--- src/rtl/ps2_mouse_init_ctrl_if.sv ---
// ps2_mouse_init_ctrl_if: byte-level handshake between the mouse init
// controller and the shared ps2_rxtx transceiver.
//
// Signals:
//   rx_data       8  received byte (transceiver -> controller)
//   rx_done_tick  1  one-cycle strobe, rx_data valid
//   tx_done_tick  1  one-cycle strobe, byte transmitted
//   wr_ps2        1  one-cycle transmit request (controller -> transceiver)
//   tx_data       8  byte to transmit
//
// Modports: master = init controller, slave = transceiver side.
interface ps2_mouse_init_ctrl_if;
  logic [7:0] rx_data;
  logic       rx_done_tick;
  logic       tx_done_tick;
  logic       wr_ps2;
  logic [7:0] tx_data;

  modport master (
    input  rx_data,
    input  rx_done_tick,
    input  tx_done_tick,
    output wr_ps2,
    output tx_data
  );

  modport slave (
    output rx_data,
    output rx_done_tick,
    output tx_done_tick,
    input  wr_ps2,
    input  tx_data
  );
endinterface

--- src/rtl/ps2_mouse_init_ctrl.sv ---
// ps2_mouse_init_ctrl: PS/2 mouse bring-up sequencer.
//
// Sends reset (0xFF), sample rate (0xF3 + SAMPLE_RATE), resolution
// (0xE8 + RESOLUTION) and enable streaming (0xF4) through ps2_rxtx, checks
// every ACK / BAT / ID reply and restarts the whole sequence on failure up
// to MAX_RETRY times before parking in an error state.
//
// Optional build macro PS2_INIT_INTELLIMOUSE_EN: inserts the IntelliMouse
// magic rate sequence (200/100/80) plus a get-ID (0xF2) before 0xF4 and
// reports a wheel mouse (ID 0x03) on wheel_present.
//
// Ports:
//   clk            system clock, rising edge
//   reset          synchronous active-low reset
//   ps2            master side of ps2_mouse_init_ctrl_if (rx/tx handshake)
//   start          pulse, (re)start from idle, done or error
//   busy           sequence in progress
//   init_done      mouse streaming enabled
//   init_err       retries exhausted
//   err_code       last failure: 1 tx timeout, 2 ack timeout, 3 BAT,
//                  4 bad ID, 5 NAK / unexpected byte
//   wheel_present  mouse reported ID 0x03
module ps2_mouse_init_ctrl #(
  parameter logic [7:0]  SAMPLE_RATE = 8'd100,
  parameter logic [7:0]  RESOLUTION  = 8'h02,
  parameter int unsigned ACK_TIMEOUT = 1_000_000,
  parameter int unsigned BAT_TIMEOUT = 25_000_000,
  parameter int unsigned MAX_RETRY   = 3,
  parameter bit          AUTO_START  = 1'b1
) (
  input  logic                  clk,
  input  logic                  reset,
  ps2_mouse_init_ctrl_if.master ps2,
  input  logic                  start,
  output logic                  busy,
  output logic                  init_done,
  output logic                  init_err,
  output logic [2:0]            err_code,
  output logic                  wheel_present
);

  typedef enum logic [3:0] {
    StIdle, StSend, StWaitTx, StWaitAck, StWaitBat, StWaitId, StNext, StDone, StError
  } state_e;

  localparam int unsigned MaxTimeout = (ACK_TIMEOUT > BAT_TIMEOUT) ? ACK_TIMEOUT : BAT_TIMEOUT;
  localparam int unsigned TimerW     = (MaxTimeout < 2) ? 1 : $clog2(MaxTimeout + 1);
  localparam int unsigned RetryW     = (MAX_RETRY < 1) ? 1 : $clog2(MAX_RETRY + 1);
  localparam logic [TimerW-1:0] AckLoad = TimerW'(ACK_TIMEOUT);
  localparam logic [TimerW-1:0] BatLoad = TimerW'(BAT_TIMEOUT);

  localparam logic [7:0] AckByte    = 8'hFA;
  localparam logic [7:0] ResendByte = 8'hFE;
  localparam logic [7:0] BatByte    = 8'hAA;

`ifdef PS2_INIT_INTELLIMOUSE_EN
  localparam logic [3:0] LastStep = 4'd12;
  localparam logic [3:0] IdStep   = 4'd11;
`else
  localparam logic [3:0] LastStep = 4'd5;
`endif

  function automatic logic [7:0] step_byte(input logic [3:0] s);
    logic [7:0] b;
`ifdef PS2_INIT_INTELLIMOUSE_EN
    case (s)
      4'd0:                b = 8'hFF;
      4'd1, 4'd5, 4'd7, 4'd9: b = 8'hF3;
      4'd2:                b = SAMPLE_RATE;
      4'd3:                b = 8'hE8;
      4'd4:                b = RESOLUTION;
      4'd6:                b = 8'hC8;
      4'd8:                b = 8'h64;
      4'd10:               b = 8'h50;
      4'd11:               b = 8'hF2;
      default:             b = 8'hF4;
    endcase
`else
    case (s)
      4'd0:    b = 8'hFF;
      4'd1:    b = 8'hF3;
      4'd2:    b = SAMPLE_RATE;
      4'd3:    b = 8'hE8;
      4'd4:    b = RESOLUTION;
      default: b = 8'hF4;
    endcase
`endif
    return b;
  endfunction

  state_e              state_q;
  logic [3:0]          step_q;
  logic [RetryW-1:0]   retry_q;
  logic [1:0]          resend_q;
  logic [TimerW-1:0]   timer_q;
  logic                auto_q;

  logic                id_step;
  logic                launch;
  logic                fail;
  logic [2:0]          fail_code;
  logic                timer_zero;

`ifdef PS2_INIT_INTELLIMOUSE_EN
  assign id_step = (step_q == IdStep);
`else
  assign id_step = 1'b0;
`endif

  assign timer_zero = (timer_q == '0);
  assign launch = (state_q == StIdle || state_q == StDone || state_q == StError) &&
                  (start || (state_q == StIdle && auto_q));

  // Failure detection; a received byte always takes priority over expiry.
  always_comb begin
    fail      = 1'b0;
    fail_code = 3'd0;
    unique case (state_q)
      StWaitTx: begin
        if (!ps2.tx_done_tick && timer_zero) begin
          fail      = 1'b1;
          fail_code = 3'd1;
        end
      end
      StWaitAck: begin
        if (ps2.rx_done_tick) begin
          if (ps2.rx_data != AckByte &&
              (ps2.rx_data != ResendByte || resend_q == 2'd3)) begin
            fail      = 1'b1;
            fail_code = 3'd5;
          end
        end else if (timer_zero) begin
          fail      = 1'b1;
          fail_code = 3'd2;
        end
      end
      StWaitBat: begin
        if ((ps2.rx_done_tick && ps2.rx_data != BatByte) ||
            (!ps2.rx_done_tick && timer_zero)) begin
          fail      = 1'b1;
          fail_code = 3'd3;
        end
      end
      StWaitId: begin
        if (ps2.rx_done_tick) begin
          if (ps2.rx_data != 8'h00 && !(id_step && ps2.rx_data == 8'h03)) begin
            fail      = 1'b1;
            fail_code = 3'd4;
          end
        end else if (timer_zero) begin
          fail      = 1'b1;
          fail_code = id_step ? 3'd4 : 3'd2;
        end
      end
      default: begin
        fail      = 1'b0;
        fail_code = 3'd0;
      end
    endcase
  end

  always_ff @(posedge clk) begin
    if (!reset) begin
      state_q       <= StIdle;
      step_q        <= '0;
      retry_q       <= '0;
      resend_q      <= '0;
      timer_q       <= '0;
      auto_q        <= AUTO_START;
      ps2.wr_ps2    <= 1'b0;
      ps2.tx_data   <= 8'h00;
      busy          <= 1'b0;
      init_done     <= 1'b0;
      init_err      <= 1'b0;
      err_code      <= 3'd0;
      wheel_present <= 1'b0;
    end else begin
      ps2.wr_ps2 <= 1'b0;
      if (launch) begin
        state_q       <= StSend;
        step_q        <= '0;
        retry_q       <= '0;
        resend_q      <= '0;
        timer_q       <= '0;
        auto_q        <= 1'b0;
        ps2.wr_ps2    <= 1'b1;
        ps2.tx_data   <= step_byte(4'd0);
        busy          <= 1'b1;
        init_done     <= 1'b0;
        init_err      <= 1'b0;
        err_code      <= 3'd0;
        wheel_present <= 1'b0;
      end else if (fail) begin
        err_code <= fail_code;
        resend_q <= '0;
        timer_q  <= '0;
        if (32'(retry_q) < MAX_RETRY) begin
          retry_q     <= retry_q + 1'b1;
          step_q      <= '0;
          state_q     <= StSend;
          ps2.wr_ps2  <= 1'b1;
          ps2.tx_data <= step_byte(4'd0);
        end else begin
          state_q  <= StError;
          init_err <= 1'b1;
          busy     <= 1'b0;
        end
      end else begin
        unique case (state_q)
          StSend: begin
            state_q <= StWaitTx;
            timer_q <= AckLoad;
          end
          StWaitTx: begin
            if (ps2.tx_done_tick) begin
              state_q <= StWaitAck;
              timer_q <= AckLoad;
            end else begin
              timer_q <= timer_q - 1'b1;
            end
          end
          StWaitAck: begin
            if (ps2.rx_done_tick) begin
              if (ps2.rx_data == AckByte) begin
                if (step_q == 4'd0) begin
                  state_q <= StWaitBat;
                  timer_q <= BatLoad;
                end else if (id_step) begin
                  state_q <= StWaitId;
                  timer_q <= AckLoad;
                end else begin
                  state_q <= StNext;
                  timer_q <= '0;
                end
              end else begin
                // Resend request: same byte again, tx_data already holds it.
                resend_q   <= resend_q + 1'b1;
                state_q    <= StSend;
                ps2.wr_ps2 <= 1'b1;
                timer_q    <= '0;
              end
            end else begin
              timer_q <= timer_q - 1'b1;
            end
          end
          StWaitBat: begin
            if (ps2.rx_done_tick) begin
              state_q <= StWaitId;
              timer_q <= AckLoad;
            end else begin
              timer_q <= timer_q - 1'b1;
            end
          end
          StWaitId: begin
            if (ps2.rx_done_tick) begin
              state_q <= StNext;
              timer_q <= '0;
              if (id_step) begin
                wheel_present <= (ps2.rx_data == 8'h03);
              end
            end else begin
              timer_q <= timer_q - 1'b1;
            end
          end
          StNext: begin
            if (step_q == LastStep) begin
              state_q   <= StDone;
              init_done <= 1'b1;
              busy      <= 1'b0;
            end else begin
              step_q      <= step_q + 1'b1;
              resend_q    <= '0;
              state_q     <= StSend;
              ps2.wr_ps2  <= 1'b1;
              ps2.tx_data <= step_byte(step_q + 1'b1);
            end
          end
          default: begin
            timer_q <= '0;
          end
        endcase
      end
    end
  end

endmodule

--- src/flat_wrapper.sv ---
// flat-port wrapper written by rule: the top's interface ports become plain ports
module ps2_mouse_init_ctrl_flat 
#(
  parameter logic [7:0]  SAMPLE_RATE = 8'd100,
  parameter logic [7:0]  RESOLUTION  = 8'h02,
  parameter int unsigned ACK_TIMEOUT = 1_000_000,
  parameter int unsigned BAT_TIMEOUT = 25_000_000,
  parameter int unsigned MAX_RETRY   = 3,
  parameter bit          AUTO_START  = 1'b1
)
  (clk, reset, start, busy, init_done, init_err, err_code, wheel_present, ps2_rx_data, ps2_rx_done_tick, ps2_tx_done_tick, ps2_wr_ps2, ps2_tx_data);
  ps2_mouse_init_ctrl_if ps2_i ();
  input  logic clk;
  input  logic reset;
  input  logic start;
  output logic busy;
  output logic init_done;
  output logic init_err;
  output logic [2:0] err_code;
  output logic wheel_present;
  input wire logic [$bits(ps2_i.rx_data)-1:0] ps2_rx_data;
  input wire logic [$bits(ps2_i.rx_done_tick)-1:0] ps2_rx_done_tick;
  input wire logic [$bits(ps2_i.tx_done_tick)-1:0] ps2_tx_done_tick;
  output wire logic [$bits(ps2_i.wr_ps2)-1:0] ps2_wr_ps2;
  output wire logic [$bits(ps2_i.tx_data)-1:0] ps2_tx_data;
  assign ps2_i.rx_data = ps2_rx_data;
  assign ps2_i.rx_done_tick = ps2_rx_done_tick;
  assign ps2_i.tx_done_tick = ps2_tx_done_tick;
  assign ps2_wr_ps2 = ps2_i.wr_ps2;
  assign ps2_tx_data = ps2_i.tx_data;
  ps2_mouse_init_ctrl #(.SAMPLE_RATE(SAMPLE_RATE), .RESOLUTION(RESOLUTION), .ACK_TIMEOUT(ACK_TIMEOUT), .BAT_TIMEOUT(BAT_TIMEOUT), .MAX_RETRY(MAX_RETRY), .AUTO_START(AUTO_START)) u_core (.clk(clk), .reset(reset), .ps2(ps2_i), .start(start), .busy(busy), .init_done(init_done), .init_err(init_err), .err_code(err_code), .wheel_present(wheel_present));
endmodule
--- config.mk ---
export PLATFORM = sky130hd
export DESIGN_NAME = ps2_mouse_init_ctrl_flat
export DESIGN_NICKNAME = d
export VERILOG_FILES = /design/src/rtl/ps2_mouse_init_ctrl_if.sv /design/src/rtl/ps2_mouse_init_ctrl.sv /design/src/flat_wrapper.sv
export SDC_FILE = /design/constraint.sdc
export NUM_CORES = 1
export LEC_CHECK = 0
export CAP_MARGIN = 10
export CORE_ASPECT_RATIO = 0.7
export CORE_UTILIZATION = 55
export DETAILED_ROUTE_END_ITERATION = 16
export PLACE_DENSITY = 0.82
export SLEW_MARGIN = 20
export SYNTH_ARGS = -nofsm -noshare
export SYNTH_HDL_FRONTEND = slang
export SYNTH_SLANG_ARGS = --single-unit
--- constraint.sdc ---
create_clock -name clk -period 3 [get_ports clk]
set_clock_uncertainty 0.15 [all_clocks]
set_input_delay 0.6 -clock clk [delete_from_list [all_inputs] [get_ports clk]]
set_output_delay 0.6 -clock clk [all_outputs]
set_load 0.05 [all_outputs]
Word-level counts from Yosys, hierarchy flattened. Index checks and enable logic that the tools add are counted.

Reduce and logical (&&, ||, !) cells: 35. Add/sub/neg operators: 4. Bitwise operators: 3. Mux-type cells: 60. Eq/ne operators: 34. Magnitude comparators: 1.

Operators with widths (count): $mux 25 (6); $pmux 25 s6 (1); $mux 4 (10); $mux 8 (5); $pmux 8 s5 (1); $logic_not 25->1 (1); $sub 25x1->25 const B (1); $eq 4x3->1 const B (6); $ne 8x8->1 const B (3); $pmux 4 s6 (1); $mux 1 (20); $mux 3 (6); $ne 3x2->1 const B (6); $eq 4x2->1 const B (4); $ne 4x2->1 const B (4); $reduce_bool 8->1 (2); $logic_not 4->1 (3); $mux 2 (6); $pmux 3 s4 (1); $reduce_and 3->1 (4); $reduce_and 5->1 (2); $eq 4x1->1 const B (2); $eq 8x8->1 const B (1); $ne 2x2->1 const B (4); 21 further kinds (37).

Register bits: 53. Input port bits: 13.

Logic depth before layout (Yosys ltp).
Depth in word-level cells: 8. Mapped depth: 10.

Worst setup path before layout. Ideal clock, no wire load.

Path kind: in2reg. Start: input port ps2_rx_data[0]. End: register u_core.step_q[1]. Setup time: 0.096 ns. Required time: 2.754 ns. Slack: 0.691 ns. Arrival: 2.064 ns. Cell stages on the path: 7. Path through: or4_1 > o211ai_2 > nand3_1 > a21oi_2 > buf_4 > nor2_1 > o41ai_2.

Cells in the longest elaborated chain, start to end: 8. Elaborated cells between the ends (all ways): 19. Those cells by class: 5 x eq/ne; 7 x mux; 7 x reduce/logical.

Ends and longest elaborated chain: start, declared (RTL line flat_wrapper.sv:21) `input wire logic [$bits(ps2_i.rx_data)-1:0] ps2_rx_data;`; $ne 8x8->1 (RTL line ps2_mouse_init_ctrl.sv:128) `(ps2.rx_data != ResendByte || resend_q == 2'd3)) begin`; $logic_or 1x1->1 (RTL line ps2_mouse_init_ctrl.sv:128); $logic_and 1x1->1 (RTL line ps2_mouse_init_ctrl.sv:127) `if (ps2.rx_data != AckByte &&`; $mux 1 (RTL line ps2_mouse_init_ctrl.sv:127); $mux 1 (RTL line ps2_mouse_init_ctrl.sv:126) `if (ps2.rx_done_tick) begin`; $pmux 1 s4 (*) (RTL line ps2_mouse_init_ctrl.sv:118) `unique case (state_q)`; $ne 2x2->1 (no line), or another cell as far along; $reduce_and 3->1 (no line); end signal, assigned (RTL line ps2_mouse_init_ctrl.sv:271) `step_q <= step_q + 1'b1;`; end, declared (RTL line ps2_mouse_init_ctrl.sv:92) `logic [3:0] step_q;`.

Mark *: on every way between the ends. The rest lies on a longest branch, timed or not. A chain may end at the register's enable or synchronous reset.

Worst setup path in the final report.
Start: input port ps2_rx_data[0]. End: register u_core.timer_q[16].

Cells in the longest elaborated chain, start to end: 7. Elaborated cells between the ends (all ways): 19. Those cells by class: 4 x eq/ne; 9 x mux; 6 x reduce/logical.

Ends and longest elaborated chain: $ne 8x8->1 (RTL line ps2_mouse_init_ctrl.sv:128); $logic_or 1x1->1 (RTL line ps2_mouse_init_ctrl.sv:128); $logic_and 1x1->1 (RTL line ps2_mouse_init_ctrl.sv:127); $mux 1 (RTL line ps2_mouse_init_ctrl.sv:127); $mux 1 (RTL line ps2_mouse_init_ctrl.sv:126); $pmux 1 s4 (RTL line ps2_mouse_init_ctrl.sv:118); $reduce_or 3->1 (no line); end signal, assigned (RTL line ps2_mouse_init_ctrl.sv:212) `timer_q <= AckLoad;`; end signal, assigned (RTL line ps2_mouse_init_ctrl.sv:217) `timer_q <= AckLoad;`; end signal, assigned (RTL line ps2_mouse_init_ctrl.sv:219) `timer_q <= timer_q - 1'b1;`; end, declared (RTL line ps2_mouse_init_ctrl.sv:95) `logic [TimerW-1:0] timer_q;`.

Parallel ways exist; a longest one is shown, timed or not.

==> impl_summary.md <==
Power and ir drop
VDD sags by at most between 0.0002 and 0.0003 V. Summing internal, switching and leakage power gives between 2 and 2.5 mW. The leakage power is 1.31 nW.

The power density relative to cell area is 571 nW/um2.

Final layout
Relative to the synthesized area, the layout overhead comes to 16.2%. The cell area after layout is 3650 um2. The repair_antennas step left the layout with diodes totalling 0. After filler insertion, the fill cell instance count of the layout stands at 443. Measured on the finished design, the core utilization comes to 68.0%. The net count of the finished layout is between 400 and 500. In the final layout, the share of cells above drive strength 1 is 13.3%.

Detailed routing
After detailed routing, the average wire length per cell comes to 16.3 um. The per-cell via count in the routed design is 6.42. The via count of the routed design is 3,202. The final layout contains routed wiring with a total length of 8120 um. In this run, the number of DRC markers left after iteration 0 of detailed routing was 250. The detailed-route DRC error count is 0.

The final antenna-violating net count is 0. The count of TritonRoute iterations in the first routing pass is 5.

Critical path
The category of cells accounting for the largest share of critical-path delay is simple AND/OR/NAND/NOR gates. The kind of end point of the critical path is a flip-flop. The delay of the slowest critical-path stage is 550 ps. The path length in cells of the critical path is 8. The critical path goes through clkdlybuf4s50_1 -> or4_1 -> o211ai_2 -> nand3_1 -> a21oi_2 -> nand2_1 -> buf_4 -> a31oi_1.

The worst-path cell with the longest stage delay is sky130_fd_sc_hd__or4_1. The number of buffers and inverters on the critical path is 2. The type of the worst setup path is input port to flip-flop. The data arrival time of the critical path is 2770 ps. The worst reg-to-reg path cell count is 7. The launching element type of the critical path is an input port. In this run the worst path has a maximum fanout of 15. The required time at the endpoint of the critical path is 3080 ps.

STA
For the pin with the worst max-slew slack, the measured transition is 724 ps. The total negative slack is 0 ps. The total of endpoints with negative setup slack in the final report is 0. The max-slew violation total from the final report came to 0. Static timing analysis puts the maximum clock frequency at 372 MHz. The count of final hold-check violations is 0. Setup repair after global routing left no endpoint under its margin.

The final worst-path cycle share is 89.5%. The worst pin sits at a relative slew slack of 51.7%. The final period demand of the worst path is 2690 ps.

Yosys
Counting instances in the post-synthesis netlist gives the leading cell types as 52 x sky130_fd_sc_hd__dfxtp_1, 40 x sky130_fd_sc_hd__nor2_1, 38 x sky130_fd_sc_hd__nand2_1. The Yosys step of the flow raised 0 warnings. The number of enable flip-flop cells after synthesis is 0.

The cell with the most instances after synthesis is sky130_fd_sc_hd__dfxtp_1. The synthesized netlist net count is 416. The distinct cell type count after synthesis is 68. In this run the cell area of the synthesized design comes to 3140 um2. The total of flip-flops plus latches after synthesis is 52. In the synthesized netlist the dominant register cell turns out to be sky130_fd_sc_hd__dfxtp_1. The synthesized design spends more area on one cell type than any other, namely sky130_fd_sc_hd__dfxtp_1. In the synthesized netlist the async set-or-reset flop fraction comes to 0%. After synthesis, the mean cell area works out to ~8.0 um2. Sorting the synthesized cells by area gives the leading types as sky130_fd_sc_hd__dfxtp_1 33%, sky130_fd_sc_hd__a21oi_1 5.4%, sky130_fd_sc_hd__nor2_1 4.8%. Synthesis produced ~400 cells.

The share of the synthesized area in the top cell type is 33.1%. The fraction of the yosys area taken by sequential cells is roughly a third.

GRT
The via count of the first global-routing pass is 2,660. The number of antenna violations at the first check in global routing is 0. The combined global-route utilization of all metal layers is 27.8%.

The wire length of the first global-routing pass is ~13,000 um. Summed over all layers, the global routing overflow is 0. The pin count of the biggest net entering global routing is 22.

Floorplanning
The initial utilization of the core area, before any placement, comes to 58.6%. The total die area is 6030 um2. The initialized floorplan defines 22 standard-cell rows. The die is 65.2 um tall.

During I/O placement, the number of pins put on the boundary was 29. The die span in x is 92.4 um. The core region is approximately 5400 um2.

CTS
The number of clock sinks is 52. The CTS tree is done. The number of H-tree levels is 2. In this run, post-CTS repair resized a total of 0 instances. The number of CTS-inserted buffers is 5. The total setup buffers inserted after CTS is 0. CTS placed an instance of sky130_fd_sc_hd__clkbuf_8 at the clock tree root. Buffers inserted to repair hold after CTS numbered 0. The worst-skew pair later-pin latency is 310 ps. In this run the deepest clock path goes through 2 buffers. The register clock-pin slew on the reported worst setup and hold paths is 100 ps.

Worst hold path
The class of the worst hold path is flip-flop to flip-flop. Along the worst hold path, the cell count comes to 2.

Placed design
Once placement finished, the instance area stood at 3560 um2. Routability-driven placement finished with a final weighted congestion of 0.929. The quantity of I/O buffers inserted on ports is 27. Detailed placement ended at an HPWL of approximately 5900 um.

Outcome
The run finished with clean final reports.

Flow run
The number of maximum-capacitance constraint violations is 0.
## layer usage
metal | vias to the layer above | wire length [um] | GRT usage (%)
met2 | 175 | 3460 | 41.5
met5 | - | 0 | 0
met1 | 1493 | 3920 | 42.0
met3 | 5 | 695 | 3.94
li1 | 1529 | - | -
met4 | 0 | 46 | 6.05
## sequential cells by signal, summed over array words and instances, names as in the netlist
signal,flops
u_core.auto_q,1
u_core.busy,1
u_core.err_code,3
u_core.init_done,1
u_core.init_err,1
u_core.ps2.tx_data,7
u_core.ps2.wr_ps2,1
u_core.resend_q,2
u_core.retry_q,2
u_core.state_q,4
u_core.step_q,4
u_core.timer_q,25
## power breakdown
part,internal [mW],leakage [nW],total [mW],switching (mW)
clock,0.188,0.0445,0.428,0.240
sequential,0.746,0.424,0.817,0.0707
combinational,0.327,0.841,0.838,0.512
total,1.26,1.31,2.08,0.822
## final cells by class
class	instances	area [um2]	area share (%)
clock inverter	1	7.51	0.206
sequential	52	1040	28.5
multi-input combinational	312	1970	53.9
timing repair buffer	49	435	11.9
inverter	6	22.5	0.617
clock buffer	7	86.3	2.36
tap	72	90.1	2.47
## through the flow
step / cells / worst slack, ps / hold WS, ps
final: 499 / 314 / 305
after global routing: 499 / 203 / 329
after CTS: 499 / 351 / 315
after detailed placement: 491 / 27.7 / 298
after global placement: 491 / 141 / 278
after floorplan: 394 / 691 / 265
## kinds of logic (layout without fill, tap and decap cells)
| kind of cell | Yosys count | count (layout) | share of synthesized area (%) |
|---|---|---|---|
| AND/OR/NAND/NOR | 176 | 176 | 31.2 |
| other | 1 | 1 | 0.119 |
| flip-flops | 52 | 52 | 33.1 |
| XOR/XNOR | 6 | 6 | 1.67 |
| AO/OA/AOI/OAI | 118 | 118 | 25.3 |
| buffers and inverters | 30 | 63 | 4.38 |
| adder cells (fa/ha/maj) | 9 | 9 | 3.58 |
| multiplexers | 2 | 2 | 0.677 |
## worst paths after layout
| path | from | endpoint | slack [ps] |
|---|---|---|---|
| hold / removal | u_core.auto_q$_SDFFE_PN1P_ | u_core.auto_q$_SDFFE_PN1P_ | 300 |
| setup reg to reg | u_core.state_q[1]$_SDFFE_PP0P_ | u_core.timer_q[20]$_SDFFE_PP0N_ | 510 |
| setup / recovery | ps2_rx_data[0] | u_core.timer_q[16]$_SDFFE_PP0N_ | 310 |
| hold reg to reg | u_core.auto_q$_SDFFE_PN1P_ | u_core.auto_q$_SDFFE_PN1P_ | 300 |
## worst min-delay path, stage by stage (launching register included)
cell and delay [ps]:
sky130_fd_sc_hd__dfxtp_1 320, sky130_fd_sc_hd__nand2_1 50, sky130_fd_sc_hd__nand2_1 50
## cells in the final DEF (no fill, tap or decap), drive strengths merged, types with 3 or more instances in the layout
cell / n
nor2: 40
or2: 4
clkdlybuf4s50: 27
inv: 6
nand3: 13
ha: 9
nor4: 11
nand2: 39
nand3b: 8
a221oi: 5
o221a: 7
xor2: 5
and2: 8
o21a: 7
dfxtp: 52
buf: 22
nor3: 17
or3: 6
nor2b: 7
o211ai: 6
nand2b: 4
o21ai: 26
a22oi: 3
nor4b: 4
a31oi: 9
clkbuf: 7
a21oi: 36
nand4: 6
No activity file was read; power rests on OpenSTA's default activity.
